### src/rtl/prog_clk_divider_pkg.sv
// prog_clk_divider_pkg: shared constants, divisor type and duty-cycle helper
package prog_clk_divider_pkg;
    localparam int DIV_W   = 32;
    localparam int MIN_DIV = 2;
    typedef logic [DIV_W-1:0] div_t;
    // High-phase length (d+1)/2 computed without overflowing at the type's maximum.
    function automatic div_t high_len(input div_t d);
        return (d >> 1) + div_t'(d[0]);
    endfunction
endpackage

### src/rtl/prog_clk_divider_chan.sv
// prog_clk_divider_chan: one divider channel (run flag, counter, active/pending divisor, output flops)
// Ports: i_clk, i_reset (sync, active-high), i_en run enable, i_sync phase restart,
//        i_wr_en/i_wr_div divisor write for this channel, o_clk divided clock,
//        o_tick period-start pulse, o_pending divisor awaiting the next wrap.
module prog_clk_divider_chan
    import prog_clk_divider_pkg::*;
#(
    parameter int          CNT_W       = 32,
    parameter int unsigned DEFAULT_DIV = 781250
) (
    input  logic             i_clk,
    input  logic             i_reset,
    input  logic             i_en,
    input  logic             i_sync,
    input  logic             i_wr_en,
    input  logic [CNT_W-1:0] i_wr_div,
    output logic             o_clk,
    output logic             o_tick,
    output logic             o_pending
);
    localparam logic [CNT_W-1:0] ONE   = CNT_W'(1);
    localparam logic [CNT_W-1:0] MIN_V = CNT_W'(MIN_DIV);
    localparam logic [CNT_W-1:0] RST_V = CNT_W'(DEFAULT_DIV);
    logic             run_q, run_d;
    logic [CNT_W-1:0] cnt_q, cnt_d;
    logic [CNT_W-1:0] div_q, div_d;
    logic [CNT_W-1:0] pdiv_q, pdiv_d;
    logic             pend_q, pend_d;
    logic             clk_q, clk_d;
    logic             tick_q, tick_d;
    logic [CNT_W-1:0] wr_val, hl;
    logic             running, wrap, apply;
    always_comb begin
        wr_val  = (i_wr_div < MIN_V) ? MIN_V : i_wr_div;
        running = run_q && i_en;
        // A sync pulse restarts the period exactly like a natural wrap.
        wrap    = running && (i_sync || cnt_q == div_q - ONE);
        // Pending divisors take effect at a period boundary or when the channel stops.
        apply   = wrap || !running;
        run_d   = i_en;
        cnt_d   = (running && !wrap) ? cnt_q + ONE : '0;
        // Idle (or stopping) channels take writes immediately; running ones queue them.
        div_d   = (i_wr_en && !running) ? wr_val : (apply && pend_q) ? pdiv_q : div_q;
        pdiv_d  = (i_wr_en && running) ? wr_val : pdiv_q;
        pend_d  = (i_wr_en && running) || (pend_q && !apply);
        hl      = CNT_W'(high_len(div_t'(div_d)));
        clk_d   = run_d && (cnt_d < hl);
        tick_d  = run_d && (cnt_d == '0);
    end
    always_ff @(posedge i_clk) begin
        if (i_reset) begin
            run_q  <= 1'b0;
            cnt_q  <= '0;
            div_q  <= RST_V;
            pdiv_q <= '0;
            pend_q <= 1'b0;
            clk_q  <= 1'b0;
            tick_q <= 1'b0;
        end else begin
            run_q  <= run_d;
            cnt_q  <= cnt_d;
            div_q  <= div_d;
            pdiv_q <= pdiv_d;
            pend_q <= pend_d;
            clk_q  <= clk_d;
            tick_q <= tick_d;
        end
    end
    assign o_clk     = clk_q;
    assign o_tick    = tick_q;
    assign o_pending = pend_q;
endmodule

### src/rtl/prog_clk_divider.sv
// prog_clk_divider: NUM_CH runtime-programmable clock/tick dividers with per-channel enable
// Ports: i_clk, i_reset (sync, active-high), i_en per-channel enable,
//        i_wr_en/i_wr_ch/i_wr_div divisor write, o_clk divided clocks,
//        o_tick period-start pulses, o_pending queued-divisor flags.
// Optional: define PROG_CLK_DIVIDER_SYNC_EN to add i_sync, which restarts all running channels in phase.
module prog_clk_divider
    import prog_clk_divider_pkg::*;
#(
    parameter int          NUM_CH      = 4,
    parameter int          CNT_W       = 32,
    parameter int unsigned DEFAULT_DIV = 781250,
    localparam int         WCH_W       = (NUM_CH > 1) ? $clog2(NUM_CH) : 1
) (
    input  logic              i_clk,
    input  logic              i_reset,
    input  logic [NUM_CH-1:0] i_en,
    input  logic              i_wr_en,
    input  logic [WCH_W-1:0]  i_wr_ch,
    input  logic [CNT_W-1:0]  i_wr_div,
`ifdef PROG_CLK_DIVIDER_SYNC_EN
    input  logic              i_sync,
`endif
    output logic [NUM_CH-1:0] o_clk,
    output logic [NUM_CH-1:0] o_tick,
    output logic [NUM_CH-1:0] o_pending
);
    logic sync;
`ifdef PROG_CLK_DIVIDER_SYNC_EN
    assign sync = i_sync;
`else
    assign sync = 1'b0;
`endif
    // Out-of-range channel numbers match no instance, so such writes are dropped.
    for (genvar c = 0; c < NUM_CH; c++) begin : g_ch
        prog_clk_divider_chan #(
            .CNT_W      (CNT_W),
            .DEFAULT_DIV(DEFAULT_DIV)
        ) u_chan (
            .i_clk    (i_clk),
            .i_reset  (i_reset),
            .i_en     (i_en[c]),
            .i_sync   (sync),
            .i_wr_en  (i_wr_en && (i_wr_ch == WCH_W'(c))),
            .i_wr_div (i_wr_div),
            .o_clk    (o_clk[c]),
            .o_tick   (o_tick[c]),
            .o_pending(o_pending[c])
        );
    end
endmodule
### config.mk
export PLATFORM = sky130hd
export DESIGN_NAME = prog_clk_divider
export DESIGN_NICKNAME = d
export VERILOG_FILES = /design/src/rtl/prog_clk_divider_pkg.sv /design/src/rtl/prog_clk_divider_chan.sv /design/src/rtl/prog_clk_divider.sv
export SDC_FILE = /design/constraint.sdc
export NUM_CORES = 1
export LEC_CHECK = 0
export BUFFER_PORTS_ARGS = -buffer_cell sky130_fd_sc_hd__buf_2
export CORE_MARGIN = 2
export CORE_UTILIZATION = 40
export DETAILED_ROUTE_END_ITERATION = 8
export GPL_TIMING_DRIVEN = 0
export RECOVER_POWER = 25
export SLEW_MARGIN = 5
export SYNTH_ARGS = -nofsm -noshare
export SYNTH_HDL_FRONTEND = slang
export SYNTH_SLANG_ARGS = --single-unit
### constraint.sdc
create_clock -name i_clk -period 11.4 [get_ports i_clk]
set_input_delay 0 -clock i_clk [delete_from_list [all_inputs] [get_ports i_clk]]
set_output_delay 0 -clock i_clk [all_outputs]
set_load 0.03 [all_outputs]
# Yosys cells after proc, flatten, opt, wreduce, memory -nomap -nowiden

Index checks and enable logic that the tools add are counted.

Flip-flop bits (word level): 400
Input bits: 41
Output and inout bits: 12
Word-level logic and storage cells: 130

$add $sub $neg: 12
$lt $le $gt $ge: 5
Equality and inequality tests: 7
Mux-type cells: 13
Reductions and logical operators: 65

Operator list:

| operator                                                               | number |
|---|---|
| 32-bit two-way mux                                                     | 13 |
| 31-bit by 1-bit adder with 32-bit output                               | 4 |
| 32-bit by 1-bit adder with 32-bit output (second input constant)       | 4 |
| 32-bit equality test                                                   | 4 |
| 32-bit logical NOT                                                     | 4 |
| 32-bit < comparator                                                    | 4 |
| 32-bit by 1-bit subtractor with 32-bit output (second input constant)  | 4 |
| 1-bit logical AND                                                      | 40 |
| 32-bit by 2-bit < comparator with 1-bit output (second input constant) | 1 |
| 1-bit logical NOT                                                      | 12 |
| 1-bit logical OR                                                       | 8 |
| 2-bit equality test (second input constant)                            | 2 |
| 2-bit by 1-bit equality test with 1-bit output (second input constant) | 1 |
| 2-bit logical NOT                                                      | 1 |

# Depth between registers and ports, before layout

Depth after elaboration: 10
Mapped depth: 34
Depth with buffers taken out: 32

# By module

Synthesis repeated with hierarchy kept, for this count alone.

Cells, all modules: 4,077
Area, all modules: 30,496.7 µm²

By module, submodules not included:

| module                                      | times used | cells an instance | area an instance (µm²) | seq. area each (µm²) |
|---|---|---|---|---|
| prog_clk_divider_chan at g_ch[0].u_chan ... | 3          | 989               | 7,497.2                | 2,001.9 |
| prog_clk_divider_chan at g_ch[2].u_chan     | 1          | 1,105             | 7,963.9                | 2,001.9 |
| prog_clk_divider                            | 1          | 5                 | 41.3                   | 0.0 |

# Worst setup path before layout

No wires, ideal clock.

Path type: reg-to-reg
Start: register g_ch[1].u_chan.div_q[0]
End: register g_ch[1].u_chan.clk_q
Library setup time: 74 ps
Arrival: 6,668 ps
Data required time: 11,326 ps
Setup slack: 4,657 ps
Stages on the path, launching flop included: 33
Buffers on the path: 4
Period minus slack after synthesis: 6,743 ps
Cells stage by stage: dfxtp_1 -> clkbuf_1 -> inv_1 -> ha_1 -> or4b_2 -> o41ai_1 -> o2111a_1 -> nand4_1 -> nor4b_2 -> o21ai_1 -> clkbuf_1 -> buf_2 -> buf_1 -> mux2i_1 -> o21ai_0 -> ha_1 -> ha_1 -> o211ai_1 -> nor3_1 -> nor3b_1 -> nand2_1 -> xnor2_1 -> ha_1 -> a21o_1 -> a21oi_1 -> nor2b_1 -> o21ai_0 -> nand2b_1 -> a21oi_1 -> a21boi_0 -> o21ai_0 -> nand2_1 -> a31oi_1

Cells in the longest elaborated chain, start to end: 10
Elaborated cells on any way between the ends: 13
Classes of those cells: 2 x add/sub; 1 x order compare; 1 x eq/ne; 3 x mux; 6 x reduce/logical

RTL lines:

| element                                       | line                        | RTL |
|---|---|---|
| from (decl)                                   | prog_clk_divider_chan.sv:26 | `logic [CNT_W-1:0] div_q, div_d;` |
| from (signal assigned)                        | prog_clk_divider_chan.sv:62 | `div_q <= div_d;` |
| 32-bit by 1-bit subtractor with 32-bit output | prog_clk_divider_chan.sv:37 | `wrap = running && (i_sync \|\| cnt_q == div_q - ONE);` |
| 32-bit equality test                          | prog_clk_divider_chan.sv:37 |  |
| 1-bit logical AND                             | prog_clk_divider_chan.sv:37 |  |
| 1-bit logical OR                              | prog_clk_divider_chan.sv:39 | `apply = wrap \|\| !running;` |
| 1-bit logical AND                             | prog_clk_divider_chan.sv:43 | `div_d = (i_wr_en && !running) ? wr_val : (apply && pend_q) ? pdiv_q : div_q;` |
| 32-bit two-way mux (2 in series)              | prog_clk_divider_chan.sv:43 |  |
| via g_ch[1].u_chan.div_d[1]                   | prog_clk_divider_chan.sv:26 |  |
| 31-bit by 1-bit adder with 32-bit output      | prog_clk_divider_pkg.sv:8   | `return (d >> 1) + div_t'(d[0]);` |
| 32-bit < comparator                           | prog_clk_divider_chan.sv:47 | `clk_d = run_d && (cnt_d < hl);` |
| 1-bit logical AND                             | prog_clk_divider_chan.sv:47 |  |
| to (signal assigned)                          | prog_clk_divider_chan.sv:65 | `clk_q <= clk_d;` |
| to (decl)                                     | prog_clk_divider_chan.sv:29 | `logic clk_q, clk_d;` |

The timed path passes the listed nets, and every way through them passes these cells.
A chain may end at the register's enable or synchronous reset.

# Worst setup path in the final report

Start: register g_ch[1].u_chan.div_q[10]
End: register g_ch[1].u_chan.clk_q

Same word-level chain as after synthesis.

==> impl_metrics.env <==
export IMPL_skew_ns=0.0222
export IMPL_reg2reg_slack_ns=2.42
export IMPL_root_buffer="clkbuf_16"
export IMPL_min_period_over_period_pct=78.8
export IMPL_ys_seq_area_share_pct=27.3
export IMPL_initial_core_util_pct=40.3
export IMPL_cts_sinks=400
export IMPL_synth_top_area_share_pct=27.3
export IMPL_cpPeakStageDelay_ns=0.89
export IMPL_ys_flop_type="dfxtp_1"
export IMPL_drt_wl_total_mm=110
export IMPL_dp_cells=4954
export IMPL_post_drt_via_cell_ratio=5.88
export IMPL_core_um2=72800
export IMPL_syn_area_per_cell_um2=7.42
export IMPL_min_path_type="in -> reg"
export IMPL_dpl_hpwl_mm=85.6
export IMPL_fmax_ghz=0.111
export IMPL_netlist_instances=3953
export IMPL_ys_types=97
export IMPL_peakVddDrop_mv=0.110
export IMPL_cts_resized=0
export IMPL_clk_path_buf_depth=3
export IMPL_status="completed"
export IMPL_row_count=99
export IMPL_post_route_util_pct=44.9
export IMPL_timing_critical_path_from_type="register"
export IMPL_critPathCapture="g_ch[1].u_chan.o_clk"
export IMPL_numPortBuffers=42
export IMPL_async_reset_ff_share_pct=0
export IMPL_finalSetupViolCount=0
export IMPL_clk_pin_slew_ns=0.06
export IMPL_first_iter_violations=3211
export IMPL_r2r_cells=32
export IMPL_r2r_start="g_ch[1].u_chan.div_q[10]"
export IMPL_grt_antenna_before_repair=4
export IMPL_overflow=0
export IMPL_fillers=7577
export IMPL_ys_ff_latch=400
export IMPL_ys_top_cells_by_area="dfxtp_1 (27%), nand2_1 (6.5%), xnor2_1 (6.0%), ha_1 (6.0%), xor2_1 (5.9%)"
export IMPL_crit_fanout=10
export IMPL_worstSetupEndpointType="register"
export IMPL_regArea_um2=8010
export IMPL_worst_pin_slew_ns=1.27
export IMPL_drv_cap=0
export IMPL_drcViolationCount=0
export IMPL_cts_tree="built"
export IMPL_yosys_warnings=0
export IMPL_power_density_nw_per_um2=113
export IMPL_synth_edff_count=0
export IMPL_period_minus_slack_ns=8.98
export IMPL_syn_area_um2=29300
export IMPL_fin_cells=5067
export IMPL_multi_input_area_um2=20000
export IMPL_die_h_um=275
export IMPL_die_w_um=275
export IMPL_cp_arrival_ns=9.50
export IMPL_gp_congestion=0.967
export IMPL_drv_slew=0
export IMPL_vias=29788
export IMPL_critPathLaunch="g_ch[1].u_chan.div_q[10]"
export IMPL_ant_nets=0
export IMPL_clock_latency_ns=0.62
export IMPL_grt_pass1_vias=27420
export IMPL_cp_required_ns=11.92
export IMPL_r2r_end="g_ch[1].u_chan.o_clk"
export IMPL_slew_limit_headroom_pct=15.1
export IMPL_wl_per_cell_um=21.7
export IMPL_io_pins=53
export IMPL_tns_ns=0
export IMPL_grt_max_degree=14
export IMPL_dr_pass1_iters=6
export IMPL_cp_slowest_cell="nor4b_2"
export IMPL_final_nets=4250
export IMPL_grt_pass1_wl_mm=165
export IMPL_syn_num_nets=4134
export IMPL_grt_usage_pct=28.3
export IMPL_drive_above_1_share_pct=5.99
export IMPL_hold_viol=0
export IMPL_die_area_um2=75500
export IMPL_cts_buffers_inserted=49
export IMPL_syn2layout_area_growth_pct=11.6
export IMPL_cts_max_level=2
export IMPL_p_leak_nw=12.0
export IMPL_synth_largest_area_cell="dfxtp_1"
export IMPL_crit_type="reg -> reg"
export IMPL_grt_setup_unrepaired="false"
## registers in the layout, indices dropped and copies added (netlist names)
signal and cells:
g_ch.u_chan.cnt_q 128, g_ch.u_chan.div_q 128, g_ch.u_chan.pdiv_q 128, g_ch.u_chan.o_clk 4, g_ch.u_chan.o_pending 4, g_ch.u_chan.o_tick 4
g_ch.u_chan.run_q 4
## stage by stage
stage | power [mW] | instance area [um^2] | setup WS [ns] | hold WS [ns]
finish | 3.69 | 32700 | 2.42 | 0.0305
global route | 3.80 | 32700 | 1.61 | 0.0290
CTS | 3.70 | 32800 | 2.56 | 0.00839
detailed placement | 1.95 | 30800 | 2.61 | 0.374
global placement | 1.94 | 30800 | 2.51 | 0.374
floorplan | 1.79 | 29300 | 4.66 | 0.138
## report_power, final
part / internal [mW] / switching (mW)
logic: 0.157 / 0.322
registers: 1.42 / 0.0338
clock network: 1.07 / 0.674
## critical path, delay by kind of cell, from the launching register on
family          cells  cell delay (ns)
simple gates       10             3.49
flops               1             0.30
xor+xnor            1             0.18
mux                 1             0.20
fa+ha+maj           3             0.68
compound gates     12             2.45
buf+inv             5             1.55
## cells by family (layout without fill, tap and decap cells)
| family | Yosys count | after routing | synth area share [%] |
|---|---|---|---|
| AO/OA/AOI/OAI | 709 | 709 | 15.0 |
| multiplexers | 99 | 99 | 3.45 |
| other | 0 | 1 | 0 |
| buffers and inverters | 338 | 492 | 4.63 |
| adder cells (fa/ha/maj) | 141 | 141 | 6.00 |
| XOR/XNOR | 399 | 399 | 11.9 |
| flip-flops | 400 | 400 | 27.3 |
| AND/OR/NAND/NOR | 1867 | 1867 | 31.7 |
## worst min path at each step
stage                       from                   endpoint  cells after the start
finish              i_wr_div[12]   g_ch[0].u_chan.div_q[12]                      4
global route        i_wr_div[27]  g_ch[2].u_chan.pdiv_q[27]                      3
CTS                 i_wr_div[12]   g_ch[0].u_chan.div_q[12]                      4
detailed placement       i_en[1]       g_ch[1].u_chan.run_q                      3
global placement         i_en[1]       g_ch[1].u_chan.run_q                      3
floorplan                i_en[0]       g_ch[0].u_chan.run_q                      2
## cell type report
| type | instances | area share [%] |
|---|---|---|
| multi-input cells | 3215 | 61.0 |
| flip-flops and latches | 400 | 24.5 |
| clock buffers | 67 | 4.23 |
| well taps | 959 | 3.67 |
| plain buffers | 280 | 3.49 |
| repair buffers | 65 | 1.28 |
| clock inverters | 22 | 1.17 |
| inverters | 58 | 0.665 |
| diodes | 1 | 0.00764 |
## layout by cell type, fill, tap and decap left out, types with 58 or more instances in the layout
cell type / instances
o21ai_0: 112
nor2b_1: 78
nor3_1: 197
xor2_1: 198
nor4_1: 88
ha_1: 140
nand4_1: 87
nand2_1: 509
xnor2_1: 201
nand3_1: 166
a21oi_1: 299
dfxtp_1: 400
and3_1: 59
nor2_1: 426
clkbuf_1: 242
mux2i_1: 83
inv_1: 58
## timing repair
item,CTS,global route
setup buffers,0,0
hold buffers,23,0
endpoints found under the setup margin,0,0
hold endpoints to repair,54,0
## routing by layer
layer / part of all wire [%] / global-route usage (%)
met1: 44 / 39.1
met2: 44 / 45.0
met3: 8.9 / 5.15
met4: 3.0 / 8.38
met5: 0.039 / 0
## cell usage after synthesis (37+ instances only)
library cell	instances
nor3_1	197
o21ai_0	112
a21o_1	38
nor2_1	426
clkbuf_1	215
or2_2	37
xor2_1	198
nand2b_1	57
and3_1	59
a21oi_1	299
nor4_1	88
nand3_1	166
a31oi_1	41
dfxtp_1	400
ha_1	140
xnor2_1	201
nand2_1	509
nor2b_1	78
nand4_1	87
mux2i_1	83
inv_1	58
(Power assumes the default switching activity.)
